<file path="src/rtl/div_unit.sv">
// Multi-cycle radix-2 restoring divider (signed/unsigned), one quotient bit per clock plus a sign-fix cycle.
// Optional feature: define DIV_FLUSH_EN to add a flush input that abandons an in-flight operation.
module div_unit #(
  parameter int WIDTH = 32
) (
  input  logic             clk,
  input  logic             reset_n,
`ifdef DIV_FLUSH_EN
  input  logic             flush,
`endif
  input  logic             start,
  input  logic             Sign,
  input  logic [WIDTH-1:0] in1,
  input  logic [WIDTH-1:0] in2,
  output logic             busy,
  output logic             done,
  output logic [WIDTH-1:0] quotient,
  output logic [WIDTH-1:0] remainder,
  output logic             div_zero
);

  localparam int CW = $clog2(WIDTH + 1);

  typedef enum logic [1:0] {IDLE, CALC, FIX} state_t;

  state_t           state, state_nxt;
  logic             load, step, finish, flush_req;
  logic [CW-1:0]    count;
  logic [WIDTH-1:0] rem, dvd, dsr, in1_raw;
  logic             neg_q, neg_r, dz;
  logic             a_neg, b_neg;
  logic [WIDTH-1:0] mag_a, mag_b, rem_sh;
  logic [WIDTH:0]   trial;

`ifdef DIV_FLUSH_EN
  assign flush_req = flush;
`else
  assign flush_req = 1'b0;
`endif

  // Magnitudes only for negative signed operands; -(-2^(W-1)) wraps to 2^(W-1) as unsigned.
  assign a_neg  = Sign & in1[WIDTH-1];
  assign b_neg  = Sign & in2[WIDTH-1];
  assign mag_a  = a_neg ? -in1 : in1;
  assign mag_b  = b_neg ? -in2 : in2;

  assign rem_sh = {rem[WIDTH-2:0], dvd[WIDTH-1]};
  assign trial  = {rem, dvd[WIDTH-1]} - {1'b0, dsr};

  assign busy   = (state != IDLE);

  // NOTE: sequential state uses non-blocking assignments so every register samples pre-edge values.
  always_ff @(posedge clk or negedge reset_n) begin
    if (!reset_n) state <= IDLE;
    else          state <= state_nxt;
  end

  // NOTE: every combinational output gets a default first, so no path leaves it unassigned (no latch).
  always_comb begin
    state_nxt = state;
    load      = 1'b0;
    step      = 1'b0;
    finish    = 1'b0;
    unique case (state)
      IDLE: begin
        if (start && !flush_req) begin
          load      = 1'b1;
          state_nxt = CALC;
        end
      end
      CALC: begin
        if (flush_req) begin
          state_nxt = IDLE;
        end else begin
          step = 1'b1;
          if (count == CW'(1)) state_nxt = FIX;
        end
      end
      FIX: begin
        state_nxt = IDLE;
        finish    = !flush_req;
      end
      default: state_nxt = IDLE;
    endcase
  end

  // NOTE: datapath registers are reset too; they are few and it keeps outputs defined after reset.
  always_ff @(posedge clk or negedge reset_n) begin
    if (!reset_n) begin
      count     <= '0;
      rem       <= '0;
      dvd       <= '0;
      dsr       <= '0;
      in1_raw   <= '0;
      neg_q     <= 1'b0;
      neg_r     <= 1'b0;
      dz        <= 1'b0;
      done      <= 1'b0;
      quotient  <= '0;
      remainder <= '0;
      div_zero  <= 1'b0;
    end else begin
      done <= finish;
      if (load) begin
        count   <= CW'(WIDTH);
        rem     <= '0;
        dvd     <= mag_a;
        dsr     <= mag_b;
        in1_raw <= in1;
        neg_q   <= a_neg ^ b_neg;
        neg_r   <= a_neg;
        dz      <= (in2 == '0);
      end else if (step) begin
        // dvd doubles as the quotient shift register: dividend bits leave at the top, quotient bits enter at the bottom.
        rem   <= trial[WIDTH] ? rem_sh : trial[WIDTH-1:0];
        dvd   <= {dvd[WIDTH-2:0], ~trial[WIDTH]};
        count <= count - CW'(1);
      end
      if (finish) begin
        div_zero <= dz;
        if (dz) begin
          quotient  <= '1;
          remainder <= in1_raw;
        end else begin
          quotient  <= neg_q ? -dvd : dvd;
          remainder <= neg_r ? -rem : rem;
        end
      end
    end
  end

endmodule

</file>
<file path="config.mk">
export PLATFORM = sky130hd
export DESIGN_NAME = div_unit
export DESIGN_NICKNAME = d
export VERILOG_FILES = /design/src/rtl/div_unit.sv
export SDC_FILE = /design/constraint.sdc
export NUM_CORES = 1
export LEC_CHECK = 0
export CAP_MARGIN = 20
export CELL_PAD_IN_SITES_DETAIL_PLACEMENT = 1
export CELL_PAD_IN_SITES_GLOBAL_PLACEMENT = 1
export CORE_MARGIN = 5
export CORE_UTILIZATION = 43
export CTS_CLUSTER_SIZE = 12
export DETAILED_ROUTE_END_ITERATION = 8
export GPL_TIMING_DRIVEN = 1
export PLACE_DENSITY = 0.86
export SLEW_MARGIN = 20
export SYNTH_ARGS = -nofsm -noshare
export SYNTH_HDL_FRONTEND = slang
export SYNTH_SLANG_ARGS = --single-unit
</file>
<file path="constraint.sdc">
create_clock -name clk -period 3.99 [get_ports clk]
set_input_delay 0.798 -clock clk [delete_from_list [all_inputs] [get_ports clk]]
set_output_delay 0.798 -clock clk [all_outputs]
set_load 0.1 [all_outputs]
</file>
# == Word-level counts from Yosys, hierarchy flattened ==
# Cells that the tools add are included.
# totals
register_bits,205
latch_bits,0
ram_bits,0
mem_bits_ro,0
inputBits,68
output_inout_bits,67
word_cells,53
memories,0
# classes
n_addsub,6
n_mul,0
div_mod_pow,0
order_cmp,0
n_eq_ne,5
shift,0
mux,20
bitwise,4
reduce_logical,5
# op_table
operator,n
2-to-1 mux 32 bit,11
negation 32 bit,4
subtractor 33 x 32 -> 33 bit,1
logical NOT 32 bit,1
2-to-1 mux 6 bit,2
"== test 6 x 1 -> 1 bit, second input constant",1
"subtractor 6 x 1 -> 6 bit, second input constant",1
2-to-1 mux 1 bit,4
2-to-1 mux 2 bit,2
"inequality test 2 bit, second input constant",2
case mux 2 bit (2 select lines),1
nonzero test 2 bit,2
AND 1 bit,2
"== test 2 x 1 -> 1 bit, second input constant",1
"== test 2 bit, second input constant",1
logical NOT 2 bit,1
AND reduction 2 bit,1
NOT 1 bit,1
XOR 1 bit,1

# == Longest topological paths before layout ==
# Gate-level depths: netlist of run 1.
# depth
ltp_word,4
depth_mapped,13
mapped_depth_nobuf,12

# == Worst setup path after synthesis of run 1 ==
# Ideal clock, no wire load.
# synth_path
path_kind,register to register
start,reg dvd[31]
end,reg rem[27]
setup_time_ns,0.132
arrival_time_ns,3.271
required_ns,3.858
setup_slack_ns,0.586
stages_incl_launch_ff,14
n_path_buf,1
period_less_slack_ns,3.404
path_cell_list,dfrtp_1 inv_1 ha_1 fa_1 nand2b_1 a2111oi_0 nor3_1 o311a_1 nor4_1 a21boi_1 xor2_1 buf_2 mux2i_1 o21ai_1
# synth_via
elab_chain_len,4
# synth_rtl
element,line_no,text
from (decl),29,"logic [WIDTH-1:0] rem, dvd, dsr, in1_raw;"
from (signal assigned),107,dvd <= mag_a;
from (signal assigned),116,"dvd <= {dvd[WIDTH-2:0], ~trial[WIDTH]};"
subtractor 33 x 32 -> 33 bit,48,"assign trial = {rem, dvd[WIDTH-1]} - {1'b0, dsr};"
2-to-1 mux 32 bit,115,rem <= trial[WIDTH] ? rem_sh : trial[WIDTH-1:0];
2-to-1 mux 32 bit,113,end else if (step) begin
2-to-1 mux 32 bit,104,if (load) begin
to (signal assigned),115,
to (decl),29,
# No other way between the ends. The select of a mux whose other input is x is not followed.
# A chain may end at the register's enable or synchronous reset.

# == Worst setup path in the final report of run 1 ==
# layout_path
start,reg dvd[31]
end,reg rem[18]
# Same word-level chain as after synthesis.

==> results of run 1 <==
==> cells by family (layout without fill, tap and decap cells) <==
family / after synthesis / count (layout) / synth area share (%)
XOR/XNOR: 139 / 139 / 9.70
buffers and inverters: 136 / 274 / 4.10
multiplexers: 31 / 31 / 2.49
AO/OA/AOI/OAI: 399 / 399 / 19.1
adder cells (fa/ha/maj): 39 / 39 / 3.95
flip-flops: 205 / 205 / 40.9
AND/OR/NAND/NOR: 561 / 561 / 19.9
==> what timing repair did <==
| action | in CTS | in global routing |
|---|---|---|
| endpoints found under the hold margin | 0 | 0 |
| hold buffers | 0 | 0 |
| endpoints found under the setup margin | 0 | 11 |
| setup buffers | 0 | 0 |
| gates resized for setup | 0 | 3 |
==> path summary, 6_finish.rpt <==
| path | end | depth (start not counted) | slack, ns | start |
|---|---|---|---|---|
| max | rem[18] | 14 | 0.27 | dvd[31] |
| min | dvd[5] | 1 | 0.35 | reset_n |
| max reg2reg | rem[18] | 14 | 0.27 | dvd[31] |
| min reg2reg | quotient[0] | 2 | 0.47 | quotient[0] |
| max in group asynchronous | in1_raw[10] | 2 | 2.75 | reset_n |
| min in group clk | quotient[0] | 2 | 0.47 | quotient[0] |
==> sequential cells by signal, indices dropped and copies added, names as in the netlist <==
name,cells
count,6
div_zero,1
done,1
dsr,32
dvd,32
dz,1
in1_raw,32
neg_q,1
neg_r,1
quotient,32
rem,32
remainder,32
state,2
==> layout make-up <==
type	count	area [sq um]	area share [%]
repair buffers	181	1740	11.3
flip-flops and latches	205	5130	33.6
clock buffers	36	717	4.69
inverters	51	191	1.25
clock inverters	6	80.1	0.523
well taps	384	480	3.14
multi-input cells	1169	6960	45.5
==> synth_stat cells (all sizes together) (6+ instances only) <==
cell,count
a21o,7
a21oi,105
a31oi,29
and3,9
buf,9
clkbuf,76
dfrtp,205
ha,38
inv,51
mux2i,29
nand2,285
nand2b,13
nand3,47
nand4,6
nor2,118
nor2b,9
nor3,14
nor4,11
o211ai,6
o21a,9
o21ai,151
o22ai,10
o31ai,30
o41ai,19
or3,16
or4,21
xnor2,59
xor2,80
==> stage by stage <==
stage	hold slack [ns]	worst slack (ns)	util [%]
after global placement	0.458	0.0847	50.3
after detailed placement	0.468	0.0192	50.3
after global routing	0.394	0.0400	53.2
after CTS	0.358	0.0799	53.1
final	0.347	0.269	53.2
after floorplan	0.438	0.586	-
==> report_power, final <==
part	leakage (nW)	switching, mW	internal [mW]	total, mW
Combinational	3.40	0.134	0.110	0.244
Sequential	2.75	0	2.08	2.08
Clock	0.395	0.864	1.36	2.22
Total	6.55	0.998	3.55	4.55
==> routing by layer <==
| layer | routed length (um) | global-route usage [%] | vias to the layer above |
|---|---|---|---|
| met5 | 0 | 0 | - |
| met4 | 907 | 6.11 | 0 |
| met3 | 1670 | 2.71 | 60 |
| met2 | 18700 | 40.9 | 262 |
| met1 | 16600 | 29.4 | 5567 |
| li1 | - | - | 5514 |
==> cells in the final DEF (no fill, tap or decap), types with 38 or more instances in the layout <==
cell type / netlist / layout
a21oi_1: 105 / 105
buf_4: 0 / 44
clkdlybuf4s50_1: 0 / 133
dfrtp_1: 205 / 204
ha_1: 38 / 38
inv_1: 51 / 51
nand2_1: 285 / 284
nand3_1: 47 / 47
nor2_1: 117 / 116
o21ai_0: 146 / 146
xnor2_1: 59 / 59
xor2_1: 80 / 79
==> reports/summary.md, run 1 <==
The flow ran to the end, and the final reports show no timing, DRC or antenna violations. Entering global routing, the biggest net connects 130 pins. The most used flip-flop cell after synthesis is dfrtp_1. The logs give 0 ns for the final total negative setup slack and 0 for the number of diodes. The total setup violations reported at the end of the flow was 0; the area share of the largest cell type after synthesis was 40.9%.

After layout, the minimum clock period comes to 3.72 ns. Of the available clock period, the critical path in the final layout requires 93.3%. The die is 181 um tall. The netlist area before placement came out at 12600 sq um.

CTS placed an instance of clkbuf_16 at the clock tree root. Broken down by cell family, the worst path's largest delay share belongs to compound AO/OA/AOI/OAI gates. The number of antenna violations at the first check in global routing came out at 0.

Class of the most critical hold timing path: in -> async. The run gives 4.14 ns as the data arrival time at the worst-slack endpoint. The layout overhead on the synthesized area is 21.8%.

The number of nets produced by synthesis was 1617; the power density relative to cell area was 297 nW/um^2. The capturing element type of the critical path was a flop. The clock reaches the later pin of the worst-skew pair after 0.52 ns. The peak supply drop was 307 uV; the share of post-route cells with drive strength above 1 was 6.92%. With fillers left out, the area of the finished cells amounts to 15300 sq um.

For this configuration, the core starts out at a cell density of 43.6%. By area the synthesized netlist is led by dfrtp_1, nand2_1, o21ai_0, xor2_1, a21oi_1. In this run the static leakage power is 6.55 nW.

Across all layers, the routed design uses 11.4k vias. The tools report the wire length of the first global-routing pass as 63300 um. A synthesized cell averages 8.32 sq um. The global-route usage over all layers was 22.9%; the maximum clock frequency was 0.269 GHz. For the non-filler instance count after layout, the log shows 2032. The total count of max-transition violations in the final report is 0, and the number of standard cells after synthesis is 1510.

The signal on the critical path passes through inv_1 -> ha_1 -> fa_1 -> nand2b_1 -> a2111oi_1 -> nor3_1 -> o311a_1 -> nor4_2 -> buf_4 -> a21boi_1 -> xor2_4 -> buf_12 -> or2_2 -> o211ai_1. The floorplan step set the die width to 181 um. The remaining antenna violation count after routing was 0; the level count of the clock H-tree was 1. Of all cell types, the one taking the most synthesized area is dfrtp_1. Routability-driven placement finished with a final weighted congestion of 0.893. Count of warnings emitted by yosys: 0. The count of final hold-check violations was 0. The number of global-route vias before repair is 12.2k.

The longest individual stage delay on the worst path was 0.42 ns; the number of distinct library cells after synthesis was 63. Row count: 62. Share of async-settable or async-resettable flops after synthesis: 100%. Clock-pin slew reported for the worst setup and hold paths after clock tree synthesis: 0.06 ns. The normalized max-slew margin is 32.6%, and the number of buffers on the longest clock path is 3. The total of fill cells in the finished design is 3385. Setup repair after global routing left no endpoint under its margin. In this run, CTS created clock tree buffers numbering 24. Count of buffers from port buffering: 134.

In the final routed layout, each cell accounts on average for 18.6 um. The largest individual stage delay along the critical path comes from the cell o311a_1. The tools report the core footprint as 28800 sq um. Of all nets on the critical path, the largest fanout is 17.

The detailed router finished its first iteration with 619 violations. Dividing the detail-routed via count by the number of cells gives 5.61. STA classifies the critical path startpoint as a flop.

The half-perimeter wire length after placement was 27600 um; the buffer and inverter count on the worst path was 3. The logs give 135 for the boundary pin count and 40.9% for the sequential share of the synthesized area. The floorplan step defined a die boundary enclosing 32700 sq um. In the final design database the tool counted 1739 nets. Post-placement cell count: 1990.

The register bit count reported by yosys came out at 205. The critical path class is reg -> reg. The count of flip-flops with a built-in enable after synthesis was 0; the transition time at the pin with the least slew margin was 1.01 ns.

The run gives 4.55 mW as the total design power. The total clock sinks was 205. TritonCTS built the clock tree. STA puts the critical path data required time at 4.40 ns. The tool flagged a number of max-cap violations equal to 0. The placed instances occupy a cell area of 14500 sq um. The run gives 0 as the DRC violation count after routing. The logs give 37800 um for the detailed-route wire length and 0 for the remaining global-route overflow. The maximum clock skew at final layout was 0.0176 ns; the length of the first detailed-routing pass in iterations was 5.
Power figures use the tool's default switching activity.
==> inputs of run 2 (changes only) <==
--- a/config.mk
+++ b/config.mk
@@ -8,6 +8,7 @@
 export CAP_MARGIN = 20
 export CELL_PAD_IN_SITES_DETAIL_PLACEMENT = 1
 export CELL_PAD_IN_SITES_GLOBAL_PLACEMENT = 1
+export CORE_ASPECT_RATIO = 1.2
 export CORE_MARGIN = 5
 export CORE_UTILIZATION = 43
 export CTS_CLUSTER_SIZE = 12
==> constraint.sdc (replaced) <==
create_clock -name clk -period 3.86 [get_ports clk]
set_input_delay 0.772 -clock clk [delete_from_list [all_inputs] [get_ports clk]]
set_output_delay 0.772 -clock clk [all_outputs]
set_load 0.1 [all_outputs]
==> run 2 against run 1 <==
Net effect:
- clock power shrank 3%
- global-route usage is essentially flat
- sequential power grew 3%
- via count grew 0.96%
- non-clock buffer count grew 21
- combinational power grew 6%
- final cell count grew 1.1%
- sequential share of layout area shrank 0.23 points
==> reports/summary.md, run 2 (synthesized netlist as in run 1, its figures left out) <==
The post-CTS setup buffer count was 0 (unchanged); the worst slack after detailed placement was -0.134 ns (-0.153 ns). Total clock sinks: 205 (unchanged). TritonCTS built the clock tree. For the level count of the clock H-tree, the log shows 1 (unchanged). The slowest library cell on the worst path is o311a_1. The maximum fanout along the worst path came out at 10 (-7).

The logs give 0.274 GHz (+1.8%) for the maximum clock frequency and 43.7% (about the same) for the initial core utilization. The die span in x is 166 um (-8.2%). The tools report the number of max-capacitance violations reported as 0 (unchanged). The row count is 68 (+9.7%). The count of buffers from port buffering was 134 (unchanged).

The run gives 29000 um (+4.9%) as the half-perimeter wire length after placement. The core footprint is 28800 sq um (about the same), and the remaining antenna violation count after routing is 0 (unchanged). The signal on the critical path passes through inv_1 -> ha_1 -> fa_1 -> nand2b_1 -> a2111oi_2 -> nor3_1 -> o311a_1 -> nor4_1 -> buf_4 -> a21boi_1 -> xor2_4 -> buf_12 -> or2_2 -> o211ai_1.

The number of buffers on the longest clock path is 3 (unchanged), and the total design power is 4.57 mW (+0.48%). Total count of max-transition violations in the final report: 0 (unchanged). The count of final hold-check violations is 0 (unchanged), and the clock network fraction of total power is 47.3% (-1.6 points). Leaving out fill and tap cells, the most frequent cells in the layout are nand2_1, dfrtp_1, o21ai_0. The floorplan die height is 197 um (+9.0%), and the switching part of the total is 22.6% (+0.63 points). The global-route usage over all layers came out at 22.9% (+0.046 points).

In this run the clock root is driven by a clkbuf_16. The detailed-route wire length is 38600 um (+1.9%). The pin count of the biggest net entering global routing came out at 134 (+3.1%).

The internal power is 3.54 mW (-0.34%). The critical path class was reg -> reg. The DRC violation count after routing is 0 (unchanged). The clock-pin slew reported for the worst setup and hold paths after clock tree synthesis was 0.06 ns (about the same); the final estimated routing congestion in global placement was 0.886 (-0.75%). The detailed-route wire length per cell is 18.8 um (+0.82%), and the share of the clock period used by the worst path is 94.7% (+1.4 points). Data arrival time at the worst-slack endpoint: 4.08 ns (-0.06 ns). For the die area, the log shows 32700 sq um (about the same).

The tools report the total setup violations reported at the end of the flow as 0 (unchanged). The run gives 0.0193 ns (+0.00171 ns) as the maximum clock skew at final layout. The logs give 4.29 ns (-0.11 ns) for the required time at the worst-slack endpoint and 47.0% (+1.3 points) for the relative contribution of sequential cells to total power. The run gives 5.6% (+0.2 points) as the proportion of power drawn by combinational gates. The normalized max-slew margin is 26.8% (-5.8 points). The number of antenna violations at the first check in global routing came out at 0 (unchanged). The run gives 202 uV (-34%) as the peak supply drop. For the remaining global-route overflow, the log shows 0 (unchanged). The run gives 2012 (+1.1%) as the post-placement cell count. The leading cell type in the layout, fill and taps excluded was nand2_1. The number of diodes is 0 (unchanged), and the non-filler instance count after layout is 2054 (+1.1%).

The path class of the tightest hold or removal check is in -> async. The boundary pin count was 135 (unchanged). STA classifies the critical path startpoint as a flop. The number of buffers inserted for hold repair after clock tree synthesis came out at 0 (unchanged). The wire length of the first global-routing pass was 63200 um (-0.23%); the longest individual stage delay on the worst path was 0.41 ns (about the same). The slack of the critical path came out at 0.206 ns (-0.0629 ns). The power density relative to cell area is 297 nW/um^2 (-0.17%), and the number of violations reported at the end of detailed-routing iteration 0 is 696 (+12%). Final critical path time including I/O delays and setup: 3.65 ns (-0.0671 ns). The share of post-route cells with drive strength above 1 was 7.97% (+1.1 points); the length of the first detailed-routing pass in iterations was 5 (unchanged).

The number of global-route vias before repair was 12.3k (+1.2%). The run gives 23 (-4.2%) as the total CTS buffers. The run gives 1.03 mW (+3.4%) as the reported net switching power. The detailed-route vias per instance came out at 5.60 (-0.13%).

The run finished with clean final reports. For the final-stage net count, the log shows 1759 (+1.2%). Capturing element type of the critical path: a flop. The insertion delay of the later-clocked pin in the worst-skew pair is 0.53 ns (about the same), and the layout overhead on the synthesized area is 22.6%. The leakage power is 6.62 nW (+1.1%). The vias after detailed routing was 11.5k (+0.96%); the transition time at the pin with the least slew margin was 1.10 ns (+0.0899 ns).
-- run 2: changes by cell type in the layout (fill, tap and decap cells not counted), moves of 2 or more --
cell / change
bufinv_16: -2
clkinv_2: -2
clkbuf_8: +4
clkbuf_16: -2
buf_4: +21
-- run 2: power groups by stage --
stage          Combinational, mW  Clock [mW]  Sequential (mW)
3_5_place_dp               0.259           0             2.19
4_1_cts                    0.261        2.20             2.15
5_1_grt                    0.284        2.32             2.15
3_3_place_gp               0.252           0             2.19
6_report                   0.258        2.16             2.15
2_1_floorplan             0.0748           0             2.19
-- run 2: metal layers --
metal / vias to the layer above / track usage [%] / wire, um
li1: 5545 / - / -
met1: 5658 / 27.5 / 15900
met2: 248 / 43.1 / 20100
met3: 61 / 2.68 / 1490
met4: 0 / 6.75 / 1090
met5: - / 0 / 0
-- run 2: layout make-up --
cell class / count / area (sq um)
Fill cell: 3518 / 13400
Multi-Input combinational cell: 1169 / 6950
Sequential cell: 205 / 5130
Timing Repair Buffer: 202 / 1890
Clock buffer: 38 / 722
Tap cell: 385 / 482
Inverter: 51 / 191
Clock inverter: 4 / 26.3
-- run 2: worst paths after layout --
check	endpoint	slack (ns)	cells past startpoint	startpoint
worst max-delay path	rem[18]	0.21	14	dvd[31]
worst min-delay path	quotient[2]	0.33	1	reset_n
worst max register to register	rem[18]	0.21	14	dvd[31]
worst min register to register	dsr[26]	0.48	2	dsr[26]
max in group asynchronous	rem[31]	2.73	2	reset_n
min in group clk	dsr[26]	0.48	2	dsr[26]
-- run 2: timing repair --
item,4_1_cts,5_1_grt
endpoints found under the hold margin,0,0
setup endpoints to repair,0,22
gates resized for setup,0,3
-- run 2: stage by stage --
step	hold WS [ns]	area, sq um	setup TNS (ns)	utilization, %
after floorplan	0.438	12600	0	-
after global placement	0.455	14600	-0.00150	50.9
after detailed placement	0.462	14600	-0.297	50.9
after CTS	0.356	15400	0	53.5
after global routing	0.376	15400	-0.0117	53.5
final	0.333	15400	0	53.5
-- run 2: critical path, delay by kind of cell, from the launching register on --
family	cells	cell delay [ns]
xor gates and xnor gates	1	0.20
and+or+nand+nor	4	0.84
adders and majority gates	2	0.64
AOI/OAI and AO/OA	4	1.09
DFF	1	0.35
buffers and inverters	3	0.45
